File: src/rtl/ahbl_apb_pkg.sv
// Shared encodings for the AHB-Lite to APB3 bridge: FSM states, HTRANS and HRESP codes.
package ahbl_apb_pkg;

  typedef enum logic [2:0] {
    ST_IDLE,
    ST_CAPTURE,
    ST_SETUP,
    ST_ACCESS,
    ST_DONE,
    ST_ERR1,
    ST_ERR2
  } state_t;

  typedef enum logic [1:0] {
    HTRANS_IDLE   = 2'b00,
    HTRANS_BUSY   = 2'b01,
    HTRANS_NONSEQ = 2'b10,
    HTRANS_SEQ    = 2'b11
  } htrans_t;

  typedef enum logic {
    HRESP_OKAY  = 1'b0,
    HRESP_ERROR = 1'b1
  } hresp_t;

  // Slave index is the 4 address bits just above the per-slave window.
  localparam int IDX_W = 4;

endpackage

File: src/rtl/apb_slave_mux.sv
// Return-path mux: picks PRDATA/PREADY/PSLVERR of the slave addressed by idx.
module apb_slave_mux
  import ahbl_apb_pkg::*;
#(
  parameter int NSLV = 4
) (
  input  logic [IDX_W-1:0]   idx,
  input  logic [32*NSLV-1:0] prdata,
  input  logic [NSLV-1:0]    pready,
  input  logic [NSLV-1:0]    pslverr,
  output logic [31:0]        sel_rdata,
  output logic               sel_ready,
  output logic               sel_slverr
);

  logic [NSLV-1:0] hit;

  for (genvar i = 0; i < NSLV; i++) begin : g_hit
    assign hit[i] = (idx == IDX_W'(i));
  end

  // AND-OR mux; an out-of-range idx selects nothing and reads as not-ready.
  always_comb begin
    sel_rdata  = '0;
    sel_ready  = 1'b0;
    sel_slverr = 1'b0;
    for (int i = 0; i < NSLV; i++) begin
      sel_rdata  = sel_rdata | (prdata[32*i +: 32] & {32{hit[i]}});
      sel_ready  = sel_ready | (pready[i] & hit[i]);
      sel_slverr = sel_slverr | (pslverr[i] & hit[i]);
    end
  end

endmodule

File: src/rtl/ahbl_apb_bridge.sv
// AHB-Lite slave that runs each single transfer as an APB3 access to one of NSLV slaves.
// Optional ACCESS-phase timeout compiled in with `define AHBL_APB_TIMEOUT_EN.
module ahbl_apb_bridge
  import ahbl_apb_pkg::*;
#(
  parameter int NSLV        = 4,
  parameter int PADDR_W     = 16,
  parameter int TIMEOUT_CYC = 255
) (
  input  logic                 HCLK,
  input  logic                 HRESET,
  input  logic                 HSEL,
  input  logic [31:0]          HADDR,
  input  logic [1:0]           HTRANS,
  input  logic                 HWRITE,
  input  logic [31:0]          HWDATA,
  input  logic                 HREADY,
  output logic                 HREADYOUT,
  output logic [31:0]          HRDATA,
  output logic                 HRESP,
  output logic [PADDR_W-1:0]   PADDR,
  output logic [NSLV-1:0]      PSEL,
  output logic                 PENABLE,
  output logic                 PWRITE,
  output logic [31:0]          PWDATA,
  input  logic [32*NSLV-1:0]   PRDATA,
  input  logic [NSLV-1:0]      PREADY,
  input  logic [NSLV-1:0]      PSLVERR
);

  state_t            state_q, state_d;
  logic [IDX_W-1:0]  idx_q;
  logic              accept, can_accept, idx_bad, to_hit;
  logic [31:0]       sel_rdata;
  logic              sel_ready, sel_slverr;
  logic [NSLV-1:0]   psel_hot;
  logic              unused_ahb;

  assign accept     = HSEL & HTRANS[1] & HREADY;
  assign can_accept = (state_q == ST_IDLE) || (state_q == ST_DONE) || (state_q == ST_ERR2);
  assign idx_bad    = ({1'b0, idx_q} >= (IDX_W+1)'(NSLV));
  assign psel_hot   = NSLV'(1) << idx_q;
  assign unused_ahb = ^{HADDR[31:PADDR_W+IDX_W], HTRANS[0]};

  apb_slave_mux #(.NSLV(NSLV)) u_mux (
    .idx       (idx_q),
    .prdata    (PRDATA),
    .pready    (PREADY),
    .pslverr   (PSLVERR),
    .sel_rdata (sel_rdata),
    .sel_ready (sel_ready),
    .sel_slverr(sel_slverr)
  );

`ifdef AHBL_APB_TIMEOUT_EN
  localparam int TO_W = ($clog2(TIMEOUT_CYC+1) < 8) ? 8 : $clog2(TIMEOUT_CYC+1);
  logic [TO_W-1:0] to_cnt;

  // Counts completed ACCESS cycles; hit flags the last allowed one.
  always_ff @(posedge HCLK) begin
    if (HRESET || state_q != ST_ACCESS) to_cnt <= '0;
    else                                to_cnt <= to_cnt + TO_W'(1);
  end
  assign to_hit = (to_cnt == TO_W'(TIMEOUT_CYC-1));
`else
  logic [31:0] unused_timeout_cyc;
  assign unused_timeout_cyc = TIMEOUT_CYC;
  assign to_hit = 1'b0;
`endif

  always_ff @(posedge HCLK) begin
    if (HRESET) state_q <= ST_IDLE;
    else        state_q <= state_d;
  end

  always_comb begin
    state_d   = state_q;
    HREADYOUT = 1'b1;
    HRESP     = HRESP_OKAY;
    PSEL      = '0;
    PENABLE   = 1'b0;
    case (state_q)
      ST_IDLE:    if (accept) state_d = ST_CAPTURE;
      ST_CAPTURE: begin
        HREADYOUT = 1'b0;
        state_d   = idx_bad ? ST_ERR1 : ST_SETUP;
      end
      ST_SETUP: begin
        HREADYOUT = 1'b0;
        PSEL      = psel_hot;
        state_d   = ST_ACCESS;
      end
      ST_ACCESS: begin
        HREADYOUT = 1'b0;
        PSEL      = psel_hot;
        PENABLE   = 1'b1;
        if (sel_ready)   state_d = sel_slverr ? ST_ERR1 : ST_DONE;
        else if (to_hit) state_d = ST_ERR1;
      end
      ST_DONE:    state_d = accept ? ST_CAPTURE : ST_IDLE;
      ST_ERR1: begin
        HREADYOUT = 1'b0;
        HRESP     = HRESP_ERROR;
        state_d   = ST_ERR2;
      end
      ST_ERR2: begin
        HRESP   = HRESP_ERROR;
        state_d = accept ? ST_CAPTURE : ST_IDLE;
      end
      default:    state_d = ST_IDLE;
    endcase
  end

  // Address/control are only reloaded between transfers, so they stay put through SETUP/ACCESS.
  always_ff @(posedge HCLK) begin
    if (HRESET) begin
      idx_q  <= '0;
      PADDR  <= '0;
      PWRITE <= 1'b0;
      PWDATA <= '0;
      HRDATA <= '0;
    end else begin
      if (accept && can_accept) begin
        idx_q  <= HADDR[PADDR_W +: IDX_W];
        PADDR  <= HADDR[PADDR_W-1:0];
        PWRITE <= HWRITE;
      end
      if (state_q == ST_CAPTURE && PWRITE) PWDATA <= HWDATA;
      if (state_q == ST_ACCESS && sel_ready && !sel_slverr && !PWRITE) HRDATA <= sel_rdata;
    end
  end

endmodule

File: config.mk
export PLATFORM = sky130hd
export DESIGN_NAME = ahbl_apb_bridge
export DESIGN_NICKNAME = d
export VERILOG_FILES = /design/src/rtl/ahbl_apb_pkg.sv /design/src/rtl/apb_slave_mux.sv /design/src/rtl/ahbl_apb_bridge.sv
export SDC_FILE = /design/constraint.sdc
export NUM_CORES = 1
export LEC_CHECK = 0
export BUFFER_PORTS_ARGS = -buffer_cell sky130_fd_sc_hd__buf_2
export CORE_AREA = 2 2 113 115
export CTS_CLUSTER_DIAMETER = 60
export CTS_CLUSTER_SIZE = 8
export DETAILED_ROUTE_END_ITERATION = 10
export DIE_AREA = 0 0 115 117
export PLACE_DENSITY = 0.75
export RECOVER_POWER = 50
export SLEW_MARGIN = 20
export SYNTH_ARGS = -nofsm -noshare
export SYNTH_HDL_FRONTEND = slang
export SYNTH_SLANG_ARGS = --single-unit
File: constraint.sdc
create_clock -name HCLK -period 2.36 [get_ports HCLK]
set_input_delay 0 -clock HCLK [delete_from_list [all_inputs] [get_ports HCLK]]
set_output_delay 0 -clock HCLK [all_outputs]
set_load 0.005 [all_outputs]
==> flow_metrics.tcl, run 1 <==
set metrics [dict create \
    synth_nets 655 \
    synth_area_um2 4220 \
    drive_gt1_frac 0.364 \
    num_rows 41 \
    cts.clk_slew.worst_paths_ps 70 \
    setup_violations 0 \
    drc 0 \
    wl_um 14200 \
    ios 295 \
    antenna_found_initial 0 \
    mostFrequentLayoutCell "buf_2" \
    viasPerCell 4.85 \
    path_class "flop to flop" \
    tightest_slew_ps 532 \
    power.density_nw_per_um2 555 \
    rsz0062_at_grt "false" \
    drv_cap 0 \
    period_share 0.765 \
    rrSetupSlack_ps 550 \
    mostFrequentLayoutCells "buf_2 (219), nand2_1 (141), dfxtp_1 (86)" \
    crit_arrival_ps 2070 \
    num_vias 4486 \
    endpoint_kind "flop" \
    ys_seq_area_frac 0.418 \
    max_stage_delay_ps 550 \
    cts_buffer_depth 2 \
    drtAntennaViolNets 0 \
    die_area_um2 13500 \
    place.gp.congestion 0.781 \
    required_ps 2620 \
    max_freq_ghz 0.554 \
    vdd_ir_drop_max_mv 0.537 \
    grt_pass1_wl_um 21400 \
    place_ws_ps 539 \
    leakage_nw 2.67 \
    synth_top_area_frac 0.418 \
    grt_max_degree 70 \
    yosys-top-cells-area "dfxtp_1 (42%), mux4_2 (18%), nand2_1 (13%), mux2i_1 (7.6%), a21oi_1 (6.4%)" \
    core_area_um2 12300 \
    n_antenna_cell 0 \
    hold_class "input pin to flop" \
    routedWlPerCell_um 15.3 \
    dpl.cell_count 853 \
    tritoncts.num_buffers 9 \
    fin_ws_ps 554 \
    worstSkewPairLatency_ps 340 \
    syn_avg_cell_area_um2 9.42 \
    fin_nets 976 \
    start_util 0.343 \
    port_buffers 281 \
    dr.pass1.iters 4 \
    slew_viol_final 0 \
    synth.distinct_cells 26 \
    drtIter0Drc 232 \
    cts_root_buffer "clkbuf_16" \
    clock-sinks 88 \
    synth_cells 448 \
    holdBufCountCts 55 \
    skew_ps 10.8 \
    finalNonFillerCells 924 \
    relSlewSlack 0.646 \
    yosys_warnings 0 \
    synth_top_area_cell "dfxtp_1" \
    synth_seq_cells 88 \
    final-hold-violation-count 0 \
    critPathMaxFanout 9 \
    outcome "complete, no violations" \
    post_cts_buffers 0 \
    hpwl_um 9600 \
    dieHeight_um 117 \
    area_delta_synth_final_pct 55.5 \
    die_w_um 115 \
    grt_pass1_vias 4432 \
    grtUsageTotal 0.203 \
    final_util 0.533 \
    crit_chain "mux4_2, nor4b_4, buf_4, mux2i_1" \
    cts_tree "yes" \
    cts_max_level 3 \
    cts-resized-gates 0 \
    grt-ovfl-total 0 \
    worst_setup_path_start_kind "flop" \
    tns_ps 0 \
    fin_crit_ps 1810 \
    crit_slowest_cell "mux4_2" \
]
## per-layer routing
layer	routed length, µm	part of all wire	vias up	track usage
li1	-	-	2177	-
met1	5630	0.40	2092	0.228
met2	7230	0.51	196	0.368
met3	1050	0.074	21	0.0587
met4	267	0.019	0	0.0739
met5	0	0	-	0
## layout make-up
class / instances / area, µm²
clock inverters: 6 / 91.3
clock buffers: 10 / 229
flip-flops and latches: 88 / 1760
fillers: 1139 / 5750
repair buffers: 345 / 1980
multi-input cells: 325 / 2300
well taps: 150 / 188
## sequential cells by signal, summed over array words and instances, names as in the netlist
name	flops
HRDATA	32
state_q	3
PWRITE	1
idx_q	4
PWDATA	32
PADDR	16
## cells by family (layout without fill, tap and decap cells)
group / count (synthesis) / after routing / synth area share
mux: 66 / 66 / 0.257
simple gates: 202 / 202 / 0.218
compound gates: 57 / 57 / 0.0694
buf+inv: 35 / 361 / 0.0377
flops: 88 / 88 / 0.418
## cells in the mapped netlist
master	number
o21a_1	1
nor2_1	6
nor3_1	4
mux2i_1	32
buf_1	2
nand3b_1	1
buf_6	3
nand2_1	141
a21oi_1	54
nor4_1	1
nand2b_1	36
or2_2	1
nand4b_1	1
buf_2	4
and2_1	2
clkbuf_1	26
a211o_1	1
dfxtp_1	88
nor3b_1	2
mux4_2	34
and3_1	1
and4_1	1
a31oi_1	1
nor4b_4	1
nor2b_1	3
and3b_1	1
## path summary, 6_finish.rpt
| kind | start | endpoint | depth (start not counted) |
|---|---|---|---|
| setup / recovery | idx_q[1] | HRDATA[24] | 4 |
| setup reg to reg | idx_q[1] | HRDATA[24] | 4 |
| hold / removal | HRESET | PADDR[13] | 2 |
| hold reg to reg | PWDATA[20] | PWDATA[20] | 2 |
## where the power goes
part | switching (mW) | internal [mW]
combinational | 0.235 | 0.332
clock | 0.600 | 0.934
sequential | 0.0276 | 1.51
total | 0.863 | 2.78
## per-stage QoR
| stage | hold slack (ps) | total power [mW] | instance area (µm²) |
|---|---|---|---|
| after CTS | 96.4 | 3.70 | 6640 |
| after floorplan | 136 | 1.83 | 4220 |
| final | 103 | 3.64 | 6560 |
| after detailed placement | 245 | 2.08 | 5770 |
| after global routing | 121 | 3.82 | 6560 |
| after global placement | 240 | 2.07 | 5770 |
## worst max-delay path, delay by kind of cell, from the launching register on
kind	cells	cell delay, ps
DFF	1	340
and+or+nand+nor	1	360
muxes	2	750
buffers and inverters	1	280
Note: power is estimated with default switching activity, not from simulation.
==> inputs of run 2 (changes only) <==
clock period = 1.85 ns   (was 2.36 ns; I/O delays follow)
==> run 2 against run 1 <==
Global-route usage is 0.98 points higher. Clock skew is 5.6 ps lower. Flip-flop and latch count unchanged. Clock-buffer cell count did not move. Total power grew 21%. Critical path depth rose by 1. Sequential power up 28%. Maximum frequency grew 1.8%. First-iteration DRC count rose by 22%. Wire length increased by 3.0%. Via count shrank 0.36%. Die area stayed put.
==> flow_metrics.tcl, run 2 (synthesis gave the netlist of run 1 again) <==
set metrics [dict create \
    rsz0062_at_grt "false" \
    power_switching_mw 1.12 \
    core_area_um2 12300 \
    dpl.cell_count 854 \
    skew_ps 5.22 \
    dieHeight_um 117 \
    required_ps 2110 \
    pwr-share-comb 0.166 \
    seqPwrFrac 0.445 \
    crit_chain "mux4_2, nor4b_4, buf_4, clkbuf_16, mux2i_1" \
    dpl_cell_area_um2 5790 \
    start_util 0.343 \
    fillers 1133 \
    mostFrequentLayoutCell "buf_2" \
    cts.clk_slew.worst_paths_ps 60 \
    endpoint_kind "flop" \
    grt_pass1_vias 4536 \
    place.gp.congestion 0.791 \
    final_util 0.532 \
    drv_cap 0 \
    max_stage_delay_ps 550 \
    viasPerCell 4.83 \
    wl_um 14600 \
    p_int_mw 3.31 \
    grt-ovfl-total 0 \
    tritoncts.num_buffers 9 \
    cts_buffer_depth 2 \
    worst_setup_path_start_kind "flop" \
    place_ws_ps 33.3 \
    crit_slowest_cell "mux4_2" \
    leakage_nw 2.64 \
    num_rows 41 \
    port_buffers 281 \
    total_power_mw 4.43 \
    fin_crit_ps 1770 \
    clkPwrFrac 0.390 \
    vdd_ir_drop_max_mv 0.768 \
    max_freq_ghz 0.564 \
    period_share 0.958 \
    switching_share 0.253 \
    fin_ws_ps 76.9 \
    area_delta_synth_final_pct 55.1 \
    final_cell_area_um2 6550 \
    drc 0 \
    power.density_nw_per_um2 676 \
    drtAntennaViolNets 0 \
    hold_class "input pin to flop" \
    path_buf_inv 2 \
    n_antenna_cell 0 \
    hpwl_um 9550 \
    grt_max_degree 89 \
    drtIter0Drc 283 \
    antenna_found_initial 0 \
    num_vias 4470 \
    mostFrequentLayoutCells "buf_2 (214), nand2_1 (141), dfxtp_1 (86)" \
    relSlewSlack 0.665 \
    dr.pass1.iters 5 \
    drive_gt1_frac 0.363 \
    whs_ps 21.3 \
    die_area_um2 13500 \
    crit_arrival_ps 2040 \
    tns_ps 0 \
    largestRegisters "HRDATA (32), PWDATA (32), PADDR (16)" \
    cts_max_level 3 \
    grt_pass1_wl_um 22300 \
    fin_nets 977 \
    clock-sinks 88 \
    outcome "complete, no violations" \
    cp_top_family "multiplexers" \
    finalNonFillerCells 925 \
    die_w_um 115 \
    worstSkewPairLatency_ps 340 \
    slew_viol_final 0 \
    path_class "flop to flop" \
    tightest_slew_ps 502 \
    cts_root_buffer "clkbuf_16" \
    grtUsageTotal 0.213 \
    setup_violations 0 \
    cts_tree "yes" \
    ios 295 \
    critPathMaxFanout 16 \
    final-hold-violation-count 0 \
    routedWlPerCell_um 15.8 \
]
## run 2: cell count changes in the layout (fill, tap and decap cells not counted), sizes merged
| cell | previous run | this run |
|---|---|---|
| clkbuf | 72 | 78 |
| buf | 228 | 225 |
| bufinv | 2 | 0 |
| dlygate4sd3 | 55 | 53 |
| clkinv | 3 | 4 |
| clkinvlp | 0 | 1 |
## run 2: cell type report
class | count | area, µm² | area share
flip-flops and latches | 88 | 1760 | 0.270
well taps | 150 | 188 | 0.0287
clock buffers | 10 | 239 | 0.0365
repair buffers | 346 | 2000 | 0.306
clock inverters | 6 | 43.8 | 0.00669
multi-input cells | 325 | 2310 | 0.353
## run 2: layer usage
| layer | part of all wire | GRT usage | vias to the layer above |
|---|---|---|---|
| met4 | 0.012 | 0.0554 | 0 |
| li1 | - | - | 2173 |
| met3 | 0.070 | 0.0742 | 18 |
| met2 | 0.51 | 0.386 | 176 |
| met5 | 0 | 0 | - |
| met1 | 0.41 | 0.239 | 2103 |
## run 2: final timing paths
kind         startpoint         end  slack (ps)  cells after the start
min           HTRANS[1]  state_q[0]          20                      3
max            idx_q[1]  HRDATA[29]          80                      5
min reg2reg    PADDR[9]    PADDR[9]         450                      2
max reg2reg    idx_q[1]  HRDATA[29]          80                      5
## run 2: worst min-delay path, stage by stage
cell and delay (ps):
buf_2 90, nand4b_1 120, a31oi_1 90
## run 2: repair_timing
action | CTS | global route
hold buffers | 53 | 0
cloned | 0 | 1
gates resized for setup | 0 | 3
setup buffers | 0 | 1
setup endpoints to repair | 2 | 31
pin swaps | 0 | 1
endpoints found under the hold margin | 53 | 0
## run 2: power by group through the flow
| stage | registers [mW] | clock network [mW] | logic [mW] |
|---|---|---|---|
| 2_1_floorplan | 2.00 | 0 | 0.325 |
| 3_3_place_gp | 2.01 | 0 | 0.641 |
| 6_report | 1.97 | 1.72 | 0.733 |
| 3_5_place_dp | 2.01 | 0 | 0.649 |
| 4_1_cts | 1.97 | 1.78 | 0.737 |
| 5_1_grt | 1.97 | 1.87 | 0.809 |
==> inputs of run 3 (changes only) <==
==> constraint.sdc (replaced) <==
create_clock -name HCLK -period 1.85 [get_ports HCLK]
set_input_delay 0.37 -clock HCLK [delete_from_list [all_inputs] [get_ports HCLK]]
set_output_delay 0.37 -clock HCLK [all_outputs]
set_load 0.005 [all_outputs]
==> run 3 against run 2 <==
Utilization decreased by 3.5 points. Sequential power about the same. Combinational power decreased by 10%. Clock power increased by 16%. Cell count decreased by 5.7%. Global-route usage decreased by 2.7 points. Die area unchanged. Clock-buffer cell count increased by 1. Clock skew increased by 0.69 ps. Wire length decreased by 12%.
==> flow_metrics.tcl, run 3 (synthesis gave the netlist of run 1 again) <==
set metrics [dict create \
    cts_buffer_depth 2 \
    drive_gt1_frac 0.410 \
    final-hold-violation-count 0 \
    num_vias 4203 \
    power.density_nw_per_um2 755 \
    wl_met1_um 5130 \
    relSlewSlack 0.709 \
    grt_pass1_vias 4002 \
    drtIter0Drc 169 \
    area_delta_synth_final_pct 44.9 \
    max_freq_ghz 0.557 \
    clock-sinks 88 \
    dr.pass1.iters 4 \
    rsz0062_at_grt "true" \
    wl_met2_um 6450 \
    core_area_um2 12300 \
    vdd_ir_drop_max_mv 0.604 \
    drv_cap 0 \
    skew_ps 5.92 \
    grtUsageTotal 0.186 \
    antenna_found_initial 0 \
    cts_tree "yes" \
    worstSkewPairLatency_ps 330 \
    fin_crit_ps 1800 \
    final_util 0.496 \
    final_cell_area_um2 6110 \
    grt_pass1_wl_um 19400 \
    crit_arrival_ps 2050 \
    holdBufCountCts 0 \
    cts.clk_slew.worst_paths_ps 60 \
    slew_viol_final 0 \
    fin_nets 924 \
    die_area_um2 13500 \
    place.gp.congestion 0.777 \
    largestRegisters "HRDATA (32), PWDATA (32), PADDR (16)" \
    cts_max_level 3 \
    outcome "complete, no violations" \
    die_w_um 115 \
    endpoint_kind "flop" \
    wl_um 12900 \
    period_share 0.971 \
    num_rows 41 \
    dpl_cell_area_um2 5810 \
    hold_class "input pin to flop" \
    mostFrequentLayoutCells "buf_2 (219), nand2_1 (140), dfxtp_1 (83)" \
    leakage_nw 2.49 \
    path_class "flop to flop" \
    n_antenna_cell 0 \
    tritoncts.num_buffers 9 \
    hpwl_um 9880 \
    top_layer_used "met4" \
    worst_setup_path_start_kind "flop" \
    start_util 0.343 \
    routedWlPerCell_um 14.8 \
    critPathMaxFanout 32 \
    grt-ovfl-total 0 \
    total_power_mw 4.61 \
    cts_root_buffer "clkbuf_16" \
    grt_max_degree 48 \
    drc 0 \
    viasPerCell 4.82 \
    required_ps 2110 \
    drtAntennaViolNets 0 \
    tightest_slew_ps 437 \
    ios 295 \
    dieHeight_um 117 \
    setup_violations 0 \
    wl_met3_um 1040 \
    mostFrequentLayoutCell "buf_2" \
    port_buffers 281 \
]
==> run 3: cell count changes in the layout (fill, tap and decap cells not counted), sizes merged <==
cell         before  now
buf             225  230
clkbuf           78   74
clkinv            4    3
inv               1    0
clkinvlp          1    0
dlygate4sd3      53    0
bufinv            0    2
==> run 3: timing repair <==
action                                  CTS  global route
pin swaps                                 0             3
resized for setup                         6             8
setup buffers                             0             1
endpoints found under the setup margin    4             8
==> run 3: final timing paths <==
path                            startpoint         end  slack [ps]  depth (start not counted)
worst min-delay path              HADDR[0]    PADDR[0]         270                          3
worst max-delay path              idx_q[1]  HRDATA[20]          50                          4
worst max register to register    idx_q[1]  HRDATA[20]          50                          4
worst min register to register   PADDR[10]   PADDR[10]         450                          2
==> run 3: through the flow <==
step | instances | hold WS (ps) | worst slack, ps | setup TNS, ps
after floorplan | 448 | 453 | 10.0 | 0
after global placement | 855 | 438 | -119 | -3450
after detailed placement | 855 | 443 | -178 | -4740
after CTS | 871 | 248 | 39.7 | 0
after global routing | 872 | 251 | -5.52 | -11.4
final | 872 | 267 | 54.1 | 0
==> run 3: where the power goes <==
| part | leakage, nW | total [mW] | internal (mW) | switching, mW |
|---|---|---|---|---|
| Clock | 0.165 | 1.99 | 1.25 | 0.733 |
| Combinational | 1.61 | 0.657 | 0.368 | 0.289 |
| Sequential | 0.713 | 1.97 | 1.93 | 0.0357 |
| Total | 2.49 | 4.61 | 3.55 | 1.06 |
==> run 3: worst max-delay path, cell delays in order, from the launching register on <==
cell and delay (ps):
dfxtp_2 340, mux4_2 560, nor4b_4 290, buf_12 270, mux2i_1 220
==> run 3: layout make-up <==
| cell class | count | area, µm² |
|---|---|---|
| Timing Repair Buffer | 293 | 1490 |
| Clock buffer | 11 | 253 |
| Tap cell | 150 | 188 |
| Clock inverter | 5 | 78.8 |
| Sequential cell | 88 | 1770 |
| Fill cell | 1200 | 6200 |
| Multi-Input combinational cell | 325 | 2330 |
==> run 3: metal layers <==
| layer | global-route usage | up-vias |
|---|---|---|
| met1 | 0.210 | 1937 |
| met3 | 0.0536 | 20 |
| met5 | 0 | - |
| met4 | 0.0779 | 0 |
| met2 | 0.331 | 171 |
| li1 | - | 2075 |
